## config.mk

```make
export PLATFORM = sky130hd
export DESIGN_NAME = mem_dma_arb
export DESIGN_NICKNAME = d
export VERILOG_FILES = /design/src/rtl/mem_dma_arb.sv
export SDC_FILE = /design/constraint.sdc
export NUM_CORES = 1
export LEC_CHECK = 0
export BUFFER_PORTS_ARGS = -buffer_cell sky130_fd_sc_hd__buf_4
export CELL_PAD_IN_SITES_DETAIL_PLACEMENT = 0
export CELL_PAD_IN_SITES_GLOBAL_PLACEMENT = 1
export CORE_UTILIZATION = 38
export DETAILED_ROUTE_END_ITERATION = 8
export PLACE_DENSITY = 0.79
export SLEW_MARGIN = 20
export SYNTH_ARGS = -nofsm -noshare
export SYNTH_HDL_FRONTEND = slang
export SYNTH_SLANG_ARGS = --single-unit
```

## constraint.sdc

```tcl
create_clock -name Clk -period 2.12 [get_ports Clk]
set_input_delay 0.318 -clock Clk [delete_from_list [all_inputs] [get_ports Clk]]
set_output_delay 0.318 -clock Clk [all_outputs]
set_load 0.005 [all_outputs]
```

## src/rtl/mem_dma_arb.sv

```systemverilog
// Single-port access controller for the data memory.
// The CPU load/store path and a byte block-copy engine share one
// address/write port. The CPU normally wins; a saturating wait counter
// forces one DMA slot after MAX_WAIT consecutive stalled DMA cycles.
module mem_dma_arb #(
    parameter int W        = 8,
    parameter int A        = 8,
    parameter int MAX_WAIT = 4
) (
    input  logic         Clk,
    input  logic         Reset,
    // CPU side
    input  logic         CpuReq,
    input  logic         CpuWriteEn,
    input  logic [A-1:0] CpuAddr,
    input  logic [W-1:0] CpuDataIn,
    output logic         CpuGrant,
    output logic [W-1:0] CpuDataOut,
    // copy engine control
    input  logic         Start,
    input  logic [A-1:0] SrcAddr,
    input  logic [A-1:0] DstAddr,
    input  logic [A-1:0] Len,
    output logic         Busy,
    output logic         Done,
    // memory side
    output logic         MemWriteEn,
    output logic [A-1:0] MemAddr,
    output logic [W-1:0] MemDataIn,
    input  logic [W-1:0] MemDataOut
);

    typedef enum logic [1:0] {
        IDLE = 2'd0,
        RD   = 2'd1,
        WR   = 2'd2,
        FIN  = 2'd3
    } state_t;

    localparam logic [3:0]   MAX_WAIT_C = 4'(MAX_WAIT);
    localparam logic [A-1:0] ONE_A      = A'(1);

    state_t         state_q;
    logic [A-1:0]   src_q;
    logic [A-1:0]   dst_q;
    logic [A-1:0]   cnt_q;
    logic [W-1:0]   buf_q;
    logic [3:0]     wait_q;
    logic [3:0]     wait_d;
    logic           busy_q;
    logic           done_q;

    logic           dma_wants;
    logic           force_slot;
    logic           cpu_grant;
    logic           dma_owns;

    // Arbitration, port mux and next wait count; reset blanks the port so a
    // copy interrupted mid-write cannot commit anything.
    always_comb begin
        dma_wants  = (state_q == RD) || (state_q == WR);
        force_slot = (wait_q == MAX_WAIT_C);
        cpu_grant  = CpuReq && !(dma_wants && force_slot) && !Reset;
        dma_owns   = dma_wants && !cpu_grant && !Reset;

        MemWriteEn = 1'b0;
        MemAddr    = '0;
        MemDataIn  = '0;
        if (cpu_grant) begin
            MemWriteEn = CpuWriteEn;
            MemAddr    = CpuAddr;
            MemDataIn  = CpuDataIn;
        end else if (dma_owns) begin
            if (state_q == RD) begin
                MemAddr = src_q;
            end else begin
                MemWriteEn = 1'b1;
                MemAddr    = dst_q;
                MemDataIn  = buf_q;
            end
        end

        // Count only cycles where the DMA was refused; any granted DMA slot
        // or a non-transfer state starts the count over.
        if (!dma_wants || dma_owns) begin
            wait_d = '0;
        end else if (wait_q != MAX_WAIT_C) begin
            wait_d = wait_q + 4'd1;
        end else begin
            wait_d = wait_q;
        end
    end

    assign CpuGrant   = cpu_grant;
    assign CpuDataOut = MemDataOut;
    assign Busy       = busy_q;
    assign Done       = done_q;

    // Copy-engine FSM with registered Busy/Done; stalled RD/WR hold state.
    always_ff @(posedge Clk) begin
        if (Reset) begin
            state_q <= IDLE;
            src_q   <= '0;
            dst_q   <= '0;
            cnt_q   <= '0;
            buf_q   <= '0;
            wait_q  <= '0;
            busy_q  <= 1'b0;
            done_q  <= 1'b0;
        end else begin
            wait_q <= wait_d;
            // Done is raised from the FIN cycle so it lands as IDLE resumes.
            done_q <= (state_q == FIN);
            case (state_q)
                IDLE: begin
                    if (Start) begin
                        src_q <= SrcAddr;
                        dst_q <= DstAddr;
                        cnt_q <= Len;
                        if (Len != '0) begin
                            state_q <= RD;
                            busy_q  <= 1'b1;
                        end else begin
                            state_q <= FIN;
                        end
                    end
                end
                RD: begin
                    if (dma_owns) begin
                        buf_q   <= MemDataOut;
                        state_q <= WR;
                    end
                end
                WR: begin
                    if (dma_owns) begin
                        src_q <= src_q + ONE_A;
                        dst_q <= dst_q + ONE_A;
                        cnt_q <= cnt_q - ONE_A;
                        if (cnt_q == ONE_A) begin
                            state_q <= FIN;
                            busy_q  <= 1'b0;
                        end else begin
                            state_q <= RD;
                        end
                    end
                end
                FIN: begin
                    state_q <= IDLE;
                end
                default: begin
                    state_q <= IDLE;
                    busy_q  <= 1'b0;
                end
            endcase
        end
    end

endmodule
```

======== After elaboration in Yosys (flattened, before gate mapping) ========
Cells that the tools add are included.
operators by class
  reductions and logical operators ........ 19
  add/sub/neg operators ................... 4
  eq/ne operators ......................... 11
  mux-type cells .......................... 29
operator list
  operator                                           count
  two-way mux 8 bit                                  12
  one-hot mux 8 bit (2 select lines)                 3
  adder 8 x 1 -> 8 bit (second input constant)       2
  two-way mux 2 bit                                  5
  == test 8 x 1 -> 1 bit (second input constant)     1
  != test 2 bit (second input constant)              4
  one-hot mux 2 bit (4 select lines)                 1
  nonzero test 8 bit                                 1
  subtractor 8 x 1 -> 8 bit (second input constant)  1
  two-way mux 1 bit                                  7
  AND reduction 3 bit                                2
  logical AND 1 bit                                  5
  AND reduction 5 bit                                1
  adder 4 x 1 -> 4 bit (second input constant)       1
  == test 2 bit (second input constant)              2
  == test 4 x 3 -> 1 bit (second input constant)     1
  logical NOT 1 bit                                  4
  != test 4 x 3 -> 1 bit (second input constant)     1
  == test 2 x 1 -> 1 bit (second input constant)     1
  logical NOT 2 bit                                  1
  logical OR 1 bit                                   2
  != test 2 x 1 -> 1 bit (second input constant)     1
  one-hot mux 1 bit (2 select lines)                 1
  AND reduction 2 bit                                1
  other kinds (2)                                    2
storage, ports and cells
  register bits after elaboration ......... 40
  word-level logic and storage cells ...... 71
  bits of input ports ..................... 53

======== Longest topological paths before layout ========
  depth in word-level cells ............... 11
  gate-level depth with buffers ........... 8

======== Worst setup path before layout ========
OpenSTA, ideal clock, no wires.
  path kind ............................... register to output
  start ................................... register wait_q[0]
  end ..................................... output MemAddr[0]
  cell stages (with the launch flop) ...... 9
  setup slack ............................. 0.130 ns
  required time ........................... 1.802 ns
  buffers on the path ..................... 2
  arrival ................................. 1.672 ns
  path through ............................ dfxtp_1 -> inv_1 -> ha_1 -> and3b_1 -> buf_4 -> a211oi_4 -> buf_2 -> nand2_1 -> o21ai_1
on the way
  cells in the longest elaborated chain, start to end .. 10
RTL lines
  element                           RTL line  RTL
  start, declared                   48        logic [3:0] wait_q;
  start signal, assigned            111       wait_q <= wait_d;
  == test 4 x 3 -> 1 bit *          62        force_slot = (wait_q == MAX_WAIT_C);
  logical AND 1 bit *               63        cpu_grant = CpuReq && !(dma_wants && force_slot) && !Reset;
  logical NOT 1 bit *               63
  logical AND 1 bit * (2 in a row)  63
  net CpuGrant                      17        output logic CpuGrant,
  logical NOT 1 bit                 64        dma_owns = dma_wants && !cpu_grant && !Reset;
  logical AND 1 bit (2 in a row)    64
  two-way mux 8 bit                 73        end else if (dma_owns) begin
  two-way mux 8 bit *               69        if (cpu_grant) begin
  end, declared                     28        output logic [A-1:0] MemAddr,
Mark *: on every way through the listed nets, which the timed path passes. The rest lies on a longest branch.

======== Final worst setup path ========
  start ................................... register wait_q[1]
  end ..................................... output MemAddr[5]
on the way
  cells in the longest elaborated chain, start to end .. 10
RTL lines
  element                           RTL line
  == test 4 x 3 -> 1 bit *          62
  logical AND 1 bit *               63
  logical NOT 1 bit *               63
  logical AND 1 bit * (2 in a row)  63
  logical NOT 1 bit                 64
  logical AND 1 bit (2 in a row)    64
  two-way mux 8 bit                 73
  two-way mux 8 bit *               69
Every way passes the cells marked *; elsewhere a longest branch is shown, timed or not.

==> impl_metrics.json <==
{
  "rr_worst_depth": 8,
  "gp_congestion": 0.865,
  "max-slew-margin-rel_pct": 69.5,
  "synth_edf_count": 0,
  "crit_chain": "inv_2 -> ha_4 -> and3b_2 -> a211oi_4 -> buf_6 -> buf_6 -> nand2_1 -> o21ai_1 -> buf_4",
  "critical_path_depth": 9,
  "required_ns": 1.80,
  "wirelength_um": 8740,
  "drive_gt1_share_pct": 36.1,
  "clock_sinks": 40,
  "root_buffer": "clkbuf_8",
  "viasPerCell": 5.66,
  "failed_checks": "setup timing",
  "place_hpwl_um": 6210,
  "core.rowCount": 30,
  "status": "finished, violations left",
  "slew_violations": 0,
  "period_minus_slack_ns": 2.17,
  "grt_start_max_net_pins": 27,
  "htree_levels": 2,
  "fin_ws_ns": -0.0467,
  "ios": 81,
  "start_util_pct": 39.7,
  "drc": 0,
  "min_path_type": "in -> reg",
  "start_kind": "register",
  "critPathSlowestCell": "dfxtp_2",
  "worst_skew_pair.late_latency_ns": 0.29,
  "diodes": 0,
  "yosysUniqueCellTypes": 61,
  "maxCapViolations": 0,
  "ys_seq_area_share_pct": 29.5,
  "syn_nets": 395,
  "cp_max_fo": 5,
  "synth_cells": 331,
  "async_flop_share_pct": 0,
  "cts.clk_slew.worst_paths_ns": 0.09,
  "placed_area_mm2": 0.00349,
  "final_common_cell": "buf_4",
  "setup.worst_path.end": "MemAddr[5]",
  "crit_path_frequent_cell": "buf_6",
  "grt_overflow": 0,
  "fp.dieH_um": 86.5,
  "fmax_mhz": 462,
  "synth_top_area_share_pct": 29.5,
  "avgSynthCellArea_um2": 8.20,
  "period_share_pct": 102,
  "layout.nets": 490,
  "drtAntennaViolNets": 0,
  "hold_viol": 0,
  "cpLargestDelayFamily": "buffers and inverters",
  "cp-startpoint": "wait_q[1]$_SDFFE_PP0P_",
  "reg2reg_to": "src_q[5]$_SDFFE_PP0P_",
  "final_cell_mix": "112 x buf_4, 36 x dfxtp_1, 23 x nor2_1, 22 x nand2_1, 18 x mux2i_1",
  "synth_area_leaders": "dfxtp_1 30%, mux2i_1 6.6%, ha_1 5.1%",
  "setup_viol": 16,
  "power_density_mw_per_mm2": 955,
  "synth_seq_cells": 40,
  "ys.flop_type": "dfxtp_1",
  "drtIter0Drc": 159,
  "worstSetupPathType": "reg -> out",
  "crit_buf_inv": 4,
  "yosysTopAreaCell": "dfxtp_1",
  "die_w_um": 86.5,
  "finalSetupTns_ns": -0.559,
  "power.total_mw": 3.58,
  "grt_pass1_wl_um": 13900,
  "yosysWarnings": 0,
  "clockBufferDepth": 2,
  "grtUsageTotal_pct": 23.5,
  "rsz0062_at_grt": "true",
  "antenna_found_initial": 0,
  "critical-path-max-stage-delay_ns": 0.34,
  "syn_area_mm2": 0.00271,
  "design_area_mm2": 0.00374,
  "grt_pass1_vias": 2861,
  "routedWlPerCell_um": 16.7,
  "design.die.area_mm2": 0.00748,
  "cts_buffers": 5,
  "portBuffers": 80,
  "vias": 2961,
  "syn2layout_area_growth_pct": 37.9,
  "dr.pass1.iters": 4,
  "ir_drop_uv": 561,
  "reg2reg_slack_ns": 0.13,
  "cp.arrival_ns": 1.85,
  "worst_pin_slew_ns": 0.448,
  "crit-reg2reg-launch": "state_q[1]$_SDFFE_PP0P_",
  "clock_skew_ns": 0.0129,
  "coreArea_mm2": 0.00683,
  "cts_tree": "built",
  "crit_path_end_kind": "primary output",
  "p_leak_nw": 1.51
}
[registers in the layout, indices dropped and copies added, names as in the netlist]
| register | count |
|---|---|
| buf_q | 8 |
| cnt_q | 8 |
| dst_q | 8 |
| src_q | 8 |
| wait_q | 4 |
| state_q | 2 |
| Busy | 1 |
| Done | 1 |
[stage by stage]
stage               hold WS, ns  std cells  util, %  setup slack (ns)
floorplan                 0.430        331        -             0.130
global placement          0.445        505     51.0            0.0162
detailed placement        0.461        505     51.0           -0.0646
CTS                       0.271        523     54.4           -0.0184
global route              0.284        523     54.8            -0.129
finish                    0.277        523     54.8           -0.0467
[tightest hold or removal path: stages]
cell and delay (ns):
buf_4 0.08, mux2i_1 0.05, nor2_1 0.07
[how the worst min path moves through the flow]
stage | cells after the start | endpoint | startpoint
final | 3 | buf_q[3]$_SDFFE_PP0P_ | MemDataOut[3]
after global routing | 3 | buf_q[2]$_SDFFE_PP0P_ | MemDataOut[2]
after CTS | 3 | buf_q[2]$_SDFFE_PP0P_ | MemDataOut[2]
after detailed placement | 1 | wait_q[0]$_SDFFE_PP0P_ | wait_q[0]$_SDFFE_PP0P_
after global placement | 1 | wait_q[0]$_SDFFE_PP0P_ | wait_q[0]$_SDFFE_PP0P_
after floorplan | 1 | wait_q[0]$_SDFFE_PP0P_ | wait_q[0]$_SDFFE_PP0P_
[what timing repair did]
item,4_1_cts,5_1_grt
resized for setup,23,5
endpoints found under the setup margin,18,20
hold buffers,0,0
hold endpoints to repair,0,0
setup buffers,8,0
gates cloned,2,0
pin swaps,4,7
[metal layers]
layer / wire, µm / track usage [%] / vias to the layer above
li1: - / - / 1449
met3: 524 / 3.62 / 24
met1: 3930 / 29.9 / 1364
met4: 191 / 8.03 / 0
met2: 4100 / 40.3 / 124
met5: 0 / 0 / -
[where the power goes]
part	internal [mW]	switching (mW)	leakage, nW
logic	0.861	1.03	1.13
clock network	0.260	0.281	0.0510
registers	0.930	0.216	0.329
total	2.05	1.52	1.51
[kinds of logic (layout without fill, tap and decap cells)]
family | after synthesis | in the layout | synth area share [%]
AO/OA/AOI/OAI | 108 | 108 | 29.7
AND/OR/NAND/NOR | 108 | 108 | 20.2
buffers and inverters | 43 | 139 | 7.65
flip-flops | 40 | 40 | 29.5
multiplexers | 20 | 20 | 7.56
adder cells (fa/ha/maj) | 11 | 11 | 5.07
XOR/XNOR | 1 | 1 | 0.323
[cell usage after synthesis, types with 6 or more instances]
library cell  instances
clkbuf_1             11
o21ai_1              10
a31oi_1               7
and3_1                6
mux2i_1              18
a211oi_1             11
ha_1                 11
nand2_1              24
a21oi_1              15
nor2_1               24
buf_4                10
o21ai_0               6
a22o_1                8
nor3_1               11
buf_2                 7
nor2b_1               6
inv_1                12
nand4_1               8
nand3_1               9
dfxtp_1              40
[final cells by class]
cell class	count	area, µm²
Tap cell	96	120
Sequential cell	40	806
Clock buffer	6	82.6
Fill cell	695	3090
Timing Repair Buffer	118	908
Inverter	13	48.8
Multi-Input combinational cell	248	1770
Clock inverter	2	10.0
(Power assumes the default switching activity.)
